===== src/rtl/biquad_cascade_filter_pkg.sv =====
// Shared types and arithmetic helpers for the time-multiplexed biquad cascade.
// The round and saturate helpers work on 64-bit values so any width set can use them.
package biquad_pkg;

  typedef enum logic [1:0] {IDLE, MAC, WB, OUT} state_t;

  localparam logic [2:0] TAP_B0 = 3'd0;
  localparam logic [2:0] TAP_B1 = 3'd1;
  localparam logic [2:0] TAP_B2 = 3'd2;
  localparam logic [2:0] TAP_A1 = 3'd3;
  localparam logic [2:0] TAP_A2 = 3'd4;
  localparam int N_TAPS = 5;

  function automatic int coef_addr(input int section, input int tap);
    return section * N_TAPS + tap;
  endfunction

  // Round half up, then drop the fractional bits.
  function automatic logic signed [63:0] round_shr(input logic signed [63:0] v, input int frac);
    return (v + (64'sd1 <<< (frac - 1))) >>> frac;
  endfunction

  function automatic logic signed [63:0] saturate(input logic signed [63:0] v, input int width);
    logic signed [63:0] hi;
    logic signed [63:0] lo;
    hi = (64'sd1 <<< (width - 1)) - 64'sd1;
    lo = -(64'sd1 <<< (width - 1));
    if (v > hi) return hi;
    if (v < lo) return lo;
    return v;
  endfunction

endpackage


===== src/rtl/biquad_cascade_filter_if.sv =====
// Sample stream, control and coefficient bus of the biquad cascade.
// master = the side feeding samples and coefficients, slave = the filter.
interface biquad_cascade_filter_if #(
  parameter int DATA_W = 16,
  parameter int COEF_W = 18,
  parameter int ADDR_W = 4
);
  logic                     clear_i;
  logic signed [DATA_W-1:0] in_data_i;
  logic                     in_valid_i;
  logic                     in_ready_o;
  logic signed [DATA_W-1:0] out_data_o;
  logic                     out_valid_o;
  logic                     out_ready_i;
  logic                     coef_we_i;
  logic [ADDR_W-1:0]        coef_addr_i;
  logic signed [COEF_W-1:0] coef_wdata_i;
  logic                     coef_err_o;
  logic                     sat_o;
  logic                     busy_o;

  modport master (
    output clear_i, in_data_i, in_valid_i, out_ready_i, coef_we_i, coef_addr_i, coef_wdata_i,
    input  in_ready_o, out_data_o, out_valid_o, coef_err_o, sat_o, busy_o
  );

  modport slave (
    input  clear_i, in_data_i, in_valid_i, out_ready_i, coef_we_i, coef_addr_i, coef_wdata_i,
    output in_ready_o, out_data_o, out_valid_o, coef_err_o, sat_o, busy_o
  );
endinterface


===== src/rtl/biquad_cascade_filter_mac.sv =====
// Shared multiply-accumulate with add/subtract select and a round+saturate output stage.
// One product per enabled cycle; y/y_sat are combinational from the accumulator.
module biquad_mac
  import biquad_pkg::*;
#(
  parameter int DATA_W    = 16,
  parameter int COEF_W    = 18,
  parameter int COEF_FRAC = 14,
  parameter int ACC_W     = DATA_W + COEF_W + 4
) (
  input  logic                     clk_i,
  input  logic                     reset_ni,
  input  logic                     acc_clr,
  input  logic                     acc_en,
  input  logic                     acc_sub,
  input  logic signed [COEF_W-1:0] coef,
  input  logic signed [DATA_W-1:0] operand,
  output logic signed [DATA_W-1:0] y,
  output logic                     y_sat
);
  localparam int PROD_W = DATA_W + COEF_W;

  logic signed [PROD_W-1:0] prod;
  logic signed [ACC_W-1:0]  prod_ext;
  logic signed [ACC_W-1:0]  acc_q;
  logic signed [63:0]       rounded;
  logic signed [63:0]       clipped;

  assign prod     = coef * operand;
  assign prod_ext = {{(ACC_W - PROD_W){prod[PROD_W-1]}}, prod};

  always_ff @(posedge clk_i or negedge reset_ni) begin
    if (!reset_ni) begin
      acc_q <= '0;
    end else if (acc_clr) begin
      acc_q <= '0;
    end else if (acc_en) begin
      acc_q <= acc_sub ? acc_q - prod_ext : acc_q + prod_ext;
    end
  end

  assign rounded = round_shr({{(64 - ACC_W){acc_q[ACC_W-1]}}, acc_q}, COEF_FRAC);
  assign clipped = saturate(rounded, DATA_W);
  assign y_sat   = (clipped != rounded);
  assign y       = clipped[DATA_W-1:0];

endmodule


===== src/rtl/biquad_cascade_filter.sv =====
// Cascade of N Direct Form I biquads sharing one MAC; 6 cycles per section, output after edge 6*N.
// No skid buffer: in_ready only in IDLE; result held in OUT until out_ready.
module biquad_cascade_filter
  import biquad_pkg::*;
#(
  parameter int DATA_W     = 16,
  parameter int COEF_W     = 18,
  parameter int COEF_FRAC  = 14,
  parameter int N_SECTIONS = 2,
  parameter int ACC_W      = DATA_W + COEF_W + 4
) (
  input logic                    clk_i,
  input logic                    reset_ni,
  biquad_cascade_filter_if.slave bus
);
  localparam int N_COEF = N_TAPS * N_SECTIONS;
  localparam int ADDR_W = $clog2(N_COEF);
  localparam int SEC_W  = (N_SECTIONS > 1) ? $clog2(N_SECTIONS) : 1;
  localparam logic signed [COEF_W-1:0] COEF_ONE = COEF_W'(1 << COEF_FRAC);

  state_t state_q, state_d;

  logic [SEC_W-1:0]         sec_q;
  logic [2:0]               tap_q;
  logic signed [DATA_W-1:0] x_q;
  logic signed [DATA_W-1:0] out_data_q;
  logic signed [DATA_W-1:0] x1_q [N_SECTIONS];
  logic signed [DATA_W-1:0] x2_q [N_SECTIONS];
  logic signed [DATA_W-1:0] y1_q [N_SECTIONS];
  logic signed [DATA_W-1:0] y2_q [N_SECTIONS];
  logic signed [COEF_W-1:0] coef_q [N_COEF];
  logic                     sat_q;
  logic                     coef_err_q;

  logic                     clear;
  logic                     in_hs;
  logic                     last_sec;
  logic                     last_tap;
  logic                     coef_ok;
  logic [ADDR_W-1:0]        cidx;
  logic signed [DATA_W-1:0] operand;
  logic signed [DATA_W-1:0] y;
  logic                     y_sat;

  assign clear    = bus.clear_i;
  assign in_hs    = bus.in_valid_i && bus.in_ready_o;
  assign last_sec = (int'(sec_q) == N_SECTIONS - 1);
  assign last_tap = (tap_q == TAP_A2);
  assign coef_ok  = bus.coef_we_i && (state_q == IDLE) && (int'(bus.coef_addr_i) < N_COEF);
  assign cidx     = ADDR_W'(coef_addr(int'(sec_q), int'(tap_q)));

  always_comb begin
    operand = x_q;
    case (tap_q)
      TAP_B0:  operand = x_q;
      TAP_B1:  operand = x1_q[sec_q];
      TAP_B2:  operand = x2_q[sec_q];
      TAP_A1:  operand = y1_q[sec_q];
      TAP_A2:  operand = y2_q[sec_q];
      default: operand = x_q;
    endcase
  end

  biquad_mac #(
    .DATA_W(DATA_W), .COEF_W(COEF_W), .COEF_FRAC(COEF_FRAC), .ACC_W(ACC_W)
  ) u_mac (
    .clk_i   (clk_i),
    .reset_ni(reset_ni),
    .acc_clr (clear || in_hs || (state_q == WB)),
    .acc_en  ((state_q == MAC) && !clear),
    .acc_sub (tap_q >= TAP_A1),
    .coef    (coef_q[cidx]),
    .operand (operand),
    .y       (y),
    .y_sat   (y_sat)
  );

  always_ff @(posedge clk_i or negedge reset_ni) begin
    if (!reset_ni) state_q <= IDLE;
    else           state_q <= state_d;
  end

  always_comb begin
    state_d = state_q;
    if (clear) begin
      state_d = IDLE;
    end else begin
      case (state_q)
        IDLE:    if (in_hs) state_d = MAC;
        MAC:     if (last_tap) state_d = WB;
        WB:      state_d = last_sec ? OUT : MAC;
        OUT:     if (bus.out_ready_i) state_d = IDLE;
        default: state_d = IDLE;
      endcase
    end
  end

  always_comb begin
    bus.in_ready_o  = 1'b0;
    bus.out_valid_o = 1'b0;
    bus.busy_o      = 1'b1;
    case (state_q)
      IDLE: begin
        bus.in_ready_o = !clear;
        bus.busy_o     = 1'b0;
      end
      OUT:     bus.out_valid_o = 1'b1;
      default: ;
    endcase
  end

  assign bus.out_data_o = out_data_q;
  assign bus.sat_o      = sat_q;
  assign bus.coef_err_o = coef_err_q;

  // Coefficients survive clear_i; only reset restores passthrough.
  always_ff @(posedge clk_i or negedge reset_ni) begin
    if (!reset_ni) begin
      sec_q      <= '0;
      tap_q      <= '0;
      x_q        <= '0;
      out_data_q <= '0;
      sat_q      <= 1'b0;
      coef_err_q <= 1'b0;
      for (int i = 0; i < N_SECTIONS; i++) begin
        x1_q[i] <= '0;
        x2_q[i] <= '0;
        y1_q[i] <= '0;
        y2_q[i] <= '0;
      end
      for (int i = 0; i < N_COEF; i++) begin
        coef_q[i] <= (i % N_TAPS == 0) ? COEF_ONE : '0;
      end
    end else begin
      coef_err_q <= bus.coef_we_i && !coef_ok;
      if (coef_ok) coef_q[bus.coef_addr_i] <= bus.coef_wdata_i;

      if (clear) begin
        sec_q <= '0;
        tap_q <= '0;
        x_q   <= '0;
        sat_q <= 1'b0;
        for (int i = 0; i < N_SECTIONS; i++) begin
          x1_q[i] <= '0;
          x2_q[i] <= '0;
          y1_q[i] <= '0;
          y2_q[i] <= '0;
        end
      end else begin
        case (state_q)
          IDLE: if (in_hs) begin
            x_q   <= bus.in_data_i;
            sec_q <= '0;
            tap_q <= '0;
          end
          MAC: tap_q <= tap_q + 3'd1;
          WB: begin
            x2_q[sec_q] <= x1_q[sec_q];
            x1_q[sec_q] <= x_q;
            y2_q[sec_q] <= y1_q[sec_q];
            y1_q[sec_q] <= y;
            tap_q       <= '0;
            if (y_sat) sat_q <= 1'b1;
            if (last_sec) begin
              out_data_q <= y;
            end else begin
              x_q   <= y;
              sec_q <= sec_q + 1'b1;
            end
          end
          default: ;
        endcase
      end
    end
  end

endmodule

===== src/flat_wrapper.sv =====
// flat-port wrapper written by rule: the top's interface ports become plain ports
module biquad_cascade_filter_flat import biquad_pkg::*;
#(
  parameter int DATA_W     = 16,
  parameter int COEF_W     = 18,
  parameter int COEF_FRAC  = 14,
  parameter int N_SECTIONS = 2,
  parameter int ACC_W      = DATA_W + COEF_W + 4
)
  (clk_i, reset_ni, bus_clear_i, bus_in_data_i, bus_in_valid_i, bus_out_ready_i, bus_coef_we_i, bus_coef_addr_i, bus_coef_wdata_i, bus_in_ready_o, bus_out_data_o, bus_out_valid_o, bus_coef_err_o, bus_sat_o, bus_busy_o);
  biquad_cascade_filter_if #(.DATA_W(DATA_W), .COEF_W(COEF_W)) bus_i ();
  input logic clk_i;
  input logic reset_ni;
  input wire logic [$bits(bus_i.clear_i)-1:0] bus_clear_i;
  input wire logic [$bits(bus_i.in_data_i)-1:0] bus_in_data_i;
  input wire logic [$bits(bus_i.in_valid_i)-1:0] bus_in_valid_i;
  input wire logic [$bits(bus_i.out_ready_i)-1:0] bus_out_ready_i;
  input wire logic [$bits(bus_i.coef_we_i)-1:0] bus_coef_we_i;
  input wire logic [$bits(bus_i.coef_addr_i)-1:0] bus_coef_addr_i;
  input wire logic [$bits(bus_i.coef_wdata_i)-1:0] bus_coef_wdata_i;
  output wire logic [$bits(bus_i.in_ready_o)-1:0] bus_in_ready_o;
  output wire logic [$bits(bus_i.out_data_o)-1:0] bus_out_data_o;
  output wire logic [$bits(bus_i.out_valid_o)-1:0] bus_out_valid_o;
  output wire logic [$bits(bus_i.coef_err_o)-1:0] bus_coef_err_o;
  output wire logic [$bits(bus_i.sat_o)-1:0] bus_sat_o;
  output wire logic [$bits(bus_i.busy_o)-1:0] bus_busy_o;
  assign bus_i.clear_i = bus_clear_i;
  assign bus_i.in_data_i = bus_in_data_i;
  assign bus_i.in_valid_i = bus_in_valid_i;
  assign bus_i.out_ready_i = bus_out_ready_i;
  assign bus_i.coef_we_i = bus_coef_we_i;
  assign bus_i.coef_addr_i = bus_coef_addr_i;
  assign bus_i.coef_wdata_i = bus_coef_wdata_i;
  assign bus_in_ready_o = bus_i.in_ready_o;
  assign bus_out_data_o = bus_i.out_data_o;
  assign bus_out_valid_o = bus_i.out_valid_o;
  assign bus_coef_err_o = bus_i.coef_err_o;
  assign bus_sat_o = bus_i.sat_o;
  assign bus_busy_o = bus_i.busy_o;
  biquad_cascade_filter #(.DATA_W(DATA_W), .COEF_W(COEF_W), .COEF_FRAC(COEF_FRAC), .N_SECTIONS(N_SECTIONS), .ACC_W(ACC_W)) u_core (.clk_i(clk_i), .reset_ni(reset_ni), .bus(bus_i));
endmodule

===== config.mk =====
export PLATFORM = sky130hd
export DESIGN_NAME = biquad_cascade_filter_flat
export DESIGN_NICKNAME = d
export VERILOG_FILES = /design/src/rtl/biquad_cascade_filter_pkg.sv /design/src/rtl/biquad_cascade_filter_if.sv /design/src/rtl/biquad_cascade_filter_mac.sv /design/src/rtl/biquad_cascade_filter.sv /design/src/flat_wrapper.sv
export SDC_FILE = /design/constraint.sdc
export NUM_CORES = 2
export LEC_CHECK = 0
export BUFFER_PORTS_ARGS = -buffer_cell sky130_fd_sc_hd__buf_2
export CORE_MARGIN = 2
export CORE_UTILIZATION = 45
export CTS_BUF_LIST = sky130_fd_sc_hd__clkbuf_16
export CTS_CLUSTER_SIZE = 25
export DETAILED_ROUTE_END_ITERATION = 6
export RECOVER_POWER = 25
export SLEW_MARGIN = 20
export SYNTH_ARGS = -nofsm -noshare
export SYNTH_HDL_FRONTEND = slang
export SYNTH_SLANG_ARGS = --single-unit

===== constraint.sdc =====
create_clock -name clk_i -period 34.7 [get_ports clk_i]
set_input_delay 1.735 -clock clk_i [delete_from_list [all_inputs] [get_ports clk_i]]
set_output_delay 1.735 -clock clk_i [all_outputs]
set_load 0.1 [all_outputs]

# ---- Yosys cells after proc, flatten, opt, wreduce, memory -nomap -nowiden
# Index checks and enable logic that the tools add are counted.
dict set report totals {
  ff_bits 386
  inputBits 44
  out_inout_bits 21
  elab_cells 148
}
dict set report op_classes {
  addsub 6
  multipliers 2
  order_cmp 9
  eq_ne 12
  muxes 66
  bitwise_logic 4
  reduce_logical 23
}
# op count
set op_table {}
lappend op_table {{16-bit 2-to-1 mux} 16}
lappend op_table {{32-bit 2-to-1 mux} 8}
lappend op_table {{64-bit 2-to-1 mux} 4}
lappend op_table {{180-bit bitwise mux} 1}
lappend op_table {{32-bit bitwise mux} 4}
lappend op_table {{38-bit 2-to-1 mux} 3}
lappend op_table {{18-bit binary-select mux with 4-bit select} 1}
lappend op_table {{18-bit demux with 4-bit select} 1}
lappend op_table {{64-bit by 25-bit inequality test with 1-bit output} 1}
lappend op_table {{16-bit case mux with 4 select lines} 1}
lappend op_table {{18-bit 2-to-1 mux} 3}
lappend op_table {{38-bit by 15-bit adder with 39-bit output (second input constant)} 1}
lappend op_table {{38-bit by 34-bit adder with 38-bit output} 1}
lappend op_table {{38-bit by 34-bit subtractor with 38-bit output} 1}
lappend op_table {{18-bit by 16-bit multiplier with 34-bit output} 1}
lappend op_table {{16-bit case mux with 2 select lines} 1}
lappend op_table {{25-bit by 16-bit > comparator with 1-bit output (second input constant)} 1}
lappend op_table {{25-bit by 16-bit < comparator with 1-bit output (second input constant)} 1}
lappend op_table {{16-bit demux with 1-bit select} 1}
lappend op_table {{1-bit 2-to-1 mux} 12}
lappend op_table {{5-bit >= comparator (second input constant)} 2}
lappend op_table {{2-bit 2-to-1 mux} 5}
lappend op_table {{4-bit inverter with 5-bit output} 2}
lappend op_table {{3-bit case mux with 3 select lines} 1}
lappend op_table {{30 further kinds} 49}

# ---- Longest topological paths before layout
dict set report logic_depth {
  ltp_word 11
  ltp_mapped 46
  mapped_depth_nobuf 43
}

# ---- Hierarchy
# Synthesis repeated with hierarchy kept, for this count alone.
dict set report hier_totals {
  cells_unflattened 3071
  area_unflattened_um2 32047.0
}
# mod instances cells_per_inst area_each_um2 seq_area_each_um2
set by_module_without_submodules {}
lappend by_module_without_submodules {biquad_mac 1 1914 16155.5 950.9}
lappend by_module_without_submodules {biquad_cascade_filter 1 1157 15891.5 8710.9}

# ---- Worst setup path after synthesis
# Ideal clock, no wire load.
dict set report synth_timing {
  kind {register -> register}
  start {register u_core.tap_q[0]}
  end {register u_core.u_mac.acc_q[37]}
  setup_ns 0.080
  t_arrival_ns 10.994
  t_required_ns 34.620
  slack_ns 23.626
  stages_incl_launch_ff 43
  n_path_buf 4
  synth_period_minus_slack_ns 11.074
  cell_sequence {dfrtp_1 -> ha_1 -> buf_2 -> buf_1 -> clkbuf_1 -> mux4_2 -> mux2i_1 -> o22a_1 -> clkbuf_1 -> nor2_1 -> fa_1 -> inv_1 -> fa_1 -> fa_1 -> fa_1 -> inv_1 -> fa_1 -> inv_1 -> [7 not listed] -> and3_1 -> or4b_1 -> nor3_1 -> nand2b_1 -> o31ai_1 -> xor2_1 -> ha_1 -> a21o_1 -> a21o_1 -> a21oi_1 -> nor2_1 -> a211oi_1 -> o31ai_1 -> a41oi_1 -> a211oi_1 -> and3_2 -> or2_1 -> o211ai_2}
}
dict set report synth_via {
  elab_chain_len 10
  elab_cells_between_ends 17
  cone_classes {add/sub (3); mul (1); order compare (1); eq/ne (4); mux (7); bitwise (1)}
}
# element line_no
set synth_lines {}
lappend synth_lines {{from (decl)} biquad_cascade_filter.sv:24} ;# logic [2:0] tap_q;
lappend synth_lines {{from (signal assigned)} biquad_cascade_filter.sv:156} ;# MAC: tap_q <= tap_q + 3'd1;
lappend synth_lines {{4-bit adder} biquad_cascade_filter_pkg.sv:15} ;# return section * N_TAPS + tap;
lappend synth_lines {{4-bit inverter with 5-bit output (not written as such)} biquad_cascade_filter.sv:72} ;# .coef (coef_q[cidx]),
lappend synth_lines {{18-bit binary-select mux with 4-bit select} biquad_cascade_filter.sv:72}
lappend synth_lines {{18-bit 2-to-1 mux (not written as such) (2 in a row)} biquad_cascade_filter.sv:72}
lappend synth_lines {{18-bit by 16-bit multiplier with 34-bit output} biquad_cascade_filter_mac.sv:29} ;# assign prod = coef * operand;
lappend synth_lines {{38-bit by 34-bit adder with 38-bit output or 38-bit by 34-bit subtractor with 38-bit output (tied branches)} biquad_cascade_filter_mac.sv:38} ;# acc_q <= acc_sub ? acc_q - prod_ext : acc_q + prod_ext;
lappend synth_lines {{38-bit 2-to-1 mux (*)} biquad_cascade_filter_mac.sv:38}
lappend synth_lines {{38-bit 2-to-1 mux (*)} biquad_cascade_filter_mac.sv:37} ;# end else if (acc_en) begin
lappend synth_lines {{38-bit 2-to-1 mux (*)} biquad_cascade_filter_mac.sv:35} ;# end else if (acc_clr) begin
lappend synth_lines {{to (signal assigned)} biquad_cascade_filter_mac.sv:38}
lappend synth_lines {{to (decl)} biquad_cascade_filter_mac.sv:25} ;# logic signed [ACC_W-1:0] acc_q;
# Every way passes the cells marked *; elsewhere a longest branch is shown, timed or not. The select of a mux whose other input is x is not followed.
# A chain may end at the register's enable or synchronous reset.

# ---- Worst setup path after layout
dict set report layout_timing {
  start {register u_core.sec_q (netlist: u_core.last_sec)}
  end {register u_core.u_mac.acc_q[37]}
}
dict set report layout_via {
  elab_chain_len 11
  elab_cells_between_ends 26
  cone_classes {add/sub (3); mul (2); mux (19); bitwise (2)}
}
# element line_no
set layout_lines {}
lappend layout_lines {{from (decl)} biquad_cascade_filter.sv:23} ;# logic [SEC_W-1:0] sec_q;
lappend layout_lines {{from (signal assigned)} biquad_cascade_filter.sv:168} ;# sec_q <= sec_q + 1'b1;
lappend layout_lines {{1-bit by 3-bit multiplier with 4-bit output} biquad_cascade_filter_pkg.sv:15}
lappend layout_lines {{4-bit adder} biquad_cascade_filter_pkg.sv:15}
lappend layout_lines {{4-bit inverter with 5-bit output (not written as such)} biquad_cascade_filter.sv:72}
lappend layout_lines {{18-bit binary-select mux with 4-bit select} biquad_cascade_filter.sv:72}
lappend layout_lines {{18-bit 2-to-1 mux (not written as such) (2 in a row)} biquad_cascade_filter.sv:72}
lappend layout_lines {{18-bit by 16-bit multiplier with 34-bit output (*)} biquad_cascade_filter_mac.sv:29}
lappend layout_lines {{38-bit by 34-bit adder with 38-bit output or 38-bit by 34-bit subtractor with 38-bit output (tied branches)} biquad_cascade_filter_mac.sv:38}
lappend layout_lines {{38-bit 2-to-1 mux (*)} biquad_cascade_filter_mac.sv:38}
lappend layout_lines {{38-bit 2-to-1 mux (*)} biquad_cascade_filter_mac.sv:37}
lappend layout_lines {{38-bit 2-to-1 mux (*)} biquad_cascade_filter_mac.sv:35}
# Marked as above.

==> flow_summary.yaml <==
worst_setup_path:
  critPathMostFrequentCell: "fa_1"
  worst_setup_path_end_kind: "flop"
  path_buf_inv: 5
  start_kind: "flop"
  path_class: "flop to flop"
  regToRegStartpoint: "u_core.last_sec$_DFFE_PN0P_"
  crit_slowest_cell: "clkbuf_1"
  r2r_slack_ns: 20.35
  cp_top_family: "buffers and inverters"
  critPathMaxFanout: 47
  r2r-end: "u_core.u_mac.acc_q[37]$_DFFE_PN0P_"
  cp.required_ns: 35.24
  cp.arrival_ns: 14.89
  critPathMaxStageDelay_ns: 2.51
  r2r_cells: 37
global_routing:
  grt_pass1_vias: 24000
  met2_usage_pct: 38.4
  grt-ovfl-total: 0
  grt_pass1_wl_um: 138000
  busiest_layer: "met2"
  grtUsageTotal_pct: 23.6
  antenna_found_initial: 1
  grt_use_met3_pct: 3.49
  met1_usage_pct: 32.8
  grt_max_degree: 171
floorplanning:
  initial_core_util_pct: 45.2
  die_h_um: 272
  dieArea_sq_um: 73700
  rows: 98
  ios: 65
  coreArea_sq_um: 71200
  die_width_um: 272
clock_tree:
  clockBufferDepth: 3
  cts.clk_slew.worst_paths_ns: 0.06
  cts_tree: "yes"
  h-tree-depth: 2
  clock_sinks: 386
  insertion_delay_ns: 0.62
  cts_root_buffer: "clkbuf_16"
  post-cts-setup-buffers: 0
  cts-resized-gates: 0
  postCtsHoldBufs: 0
  cts_buffers: 45
sta:
  slew_headroom_pct: -267
  worst_slew_pin_slew_ns: 5.51
  hold_violations: 0
  clock_skew_ns: 0.0430
  slew_viol_final: 257
  tns_ns: 0
  hold_ws_ns: 0.489
  timing.final.crit_share_pct: 41.4
  fin_crit_ns: 14.35
  rsz0062_at_grt: "no"
  finalSetupViolations: 0
  max_freq_ghz: 0.0697
worst_hold_path:
  hp-start: "u_core.u_mac.acc_q[6]$_DFFE_PN0P_"
  min_path_cells: 2
  whs_endpoint: "u_core.u_mac.acc_q[6]$_DFFE_PN0P_"
  hold_class: "flop to flop"
outcome:
  violations: "capacitance limit, slew limit"
  run_status: "complete, but fails checks"
final_layout:
  area_delta_synth_final_pct: 8.18
  fin_nets: 3769
  multiInputGateArea_sq_um: 20500
  seqCellArea_sq_um: 9660
  drive_gt1_share_pct: 14.2
  fillers: 6592
synth:
  synth_edf_count: 0
  async_flop_share_pct: 100
  synthMostInstantiatedCell: "nand2_1"
  syn-cell-area_sq_um: 32200
  synth_cell_types: 104
  synth_flop_cell: "dfrtp_1"
  ys_warn_count: 0
  netlist_top_cells_count: "nand2_1 (418), dfrtp_1 (384), inv_1 (374)"
  netlist.area_leader.share_pct: 29.8
  ys_top_cells_by_area: "dfrtp_1 (30%), fa_1 (18%), mux2_2 (6.9%), ha_1 (5.2%), nand2_1 (4.9%)"
  netlist_instances: 3324
  ys_ff_latch: 386
  syn_avg_cell_area_sq_um: 9.69
  yosys.area.top_type: "dfrtp_1"
  ys_seq_area_share_pct: 30.0
  syn_nets: 3793
drt:
  via_per_inst: 5.57
  drc: 0
  drt_first_iter_violations: 1869
  wire_per_inst_um: 20.2
  routed_wl_um: 86500
  dr.pass1.iters: 5
  vias: 23900
  ant_nets: 0
flow_run:
  drv_cap: 4
placement:
  hpwlAfterDp_um: 62200
  io_buffers: 64
  gp_congestion: 0.883
cells by family (layout without fill, tap and decap cells):
group	after synthesis	after routing	share of synthesized area, %
multiplexers	319	319	12.1
AO/OA/AOI/OAI	589	589	12.0
AND/OR/NAND/NOR	937	937	12.9
XOR/XNOR	114	114	3.12
adder cells (fa/ha/maj)	425	425	23.3
flip-flops	386	386	30.0
buffers and inverters	554	564	6.61
other	0	1	0
worst reg2reg max path: cells and delay by family (launching register included):
kind | cells | cell delay, ns
xor+xnor | 1 | 0.14
fa+ha+maj | 8 | 3.60
simple gates | 10 | 2.37
flops | 1 | 1.12
buf+inv | 5 | 3.71
compound gates | 13 | 3.34
how the worst max path moves through the flow:
stage	cells past startpoint	endpoint	start	slack, ns
3_3_place_gp	37	u_core.u_mac.acc_q[37]$_DFFE_PN0P_	u_core.last_sec$_DFFE_PN0P_	22.37
2_1_floorplan	42	u_core.u_mac.acc_q[37]$_DFFE_PN0P_	u_core.tap_q[0]$_DFFE_PN0P_	23.63
6_report	37	u_core.u_mac.acc_q[37]$_DFFE_PN0P_	u_core.last_sec$_DFFE_PN0P_	20.35
5_1_grt	37	u_core.u_mac.acc_q[37]$_DFFE_PN0P_	u_core.last_sec$_DFFE_PN0P_	19.26
4_1_cts	37	u_core.u_mac.acc_q[37]$_DFFE_PN0P_	u_core.last_sec$_DFFE_PN0P_	22.29
3_5_place_dp	37	u_core.u_mac.acc_q[37]$_DFFE_PN0P_	u_core.last_sec$_DFFE_PN0P_	22.29
cell type report:
| class | count | area share [%] |
|---|---|---|
| flip-flops and latches | 386 | 27.7 |
| clock inverters | 36 | 0.869 |
| repair buffers | 108 | 1.83 |
| inverters | 375 | 4.04 |
| well taps | 950 | 3.41 |
| clock buffers | 45 | 3.23 |
| multi-input cells | 2384 | 58.9 |
| diodes | 1 | 0.00718 |
placed cells by master, fill, tap and decap left out, drive strengths merged, types with 18 or more instances in the layout:
master / n
nand3: 32
nand2: 418
fa: 291
or2: 24
o22a: 20
xor2: 51
xnor2: 63
clkbuf: 55
and2: 20
dfrtp: 384
ha: 134
a21o: 34
mux4: 36
o21ai: 101
mux2: 198
o22ai: 56
a21oi: 188
mux2i: 85
clkinv: 21
a211oi: 47
nor3: 22
nor2: 286
nand4: 18
buf: 98
inv: 387
o21a: 23
nand2b: 38
through the flow:
step | util (%) | setup slack [ns] | cell area (sq um) | instances
3_3_place_gp | 46.9 | 22.37 | 33400 | 4202
3_5_place_dp | 46.9 | 22.29 | 33400 | 4202
5_1_grt | 48.9 | 19.26 | 34900 | 4285
6_report | 48.9 | 20.35 | 34900 | 4285
2_1_floorplan | - | 23.63 | 32200 | 3324
4_1_cts | 48.9 | 22.29 | 34900 | 4283
metal layers:
layer	part of all wire, %	vias to the layer above
li1	-	11100
met1	44	12100
met2	48	600
met3	5.2	141
met4	3.1	0
met5	0	-
state kept, by name, indices dropped and copies added, names as in the netlist, 16 cells and up:
register	cells
u_core.u_mac.acc_q	38
u_core.y1_q	32
u_core.x_q	16
u_core.coef_q	180
u_core.x1_q	32
u_core.bus.out_data_o	16
u_core.y2_q	32
u_core.x2_q	32
Power is left out: the tool's default activity adds up to more than one toggle a clock period on the data nets, which glitch-free logic cannot reach.
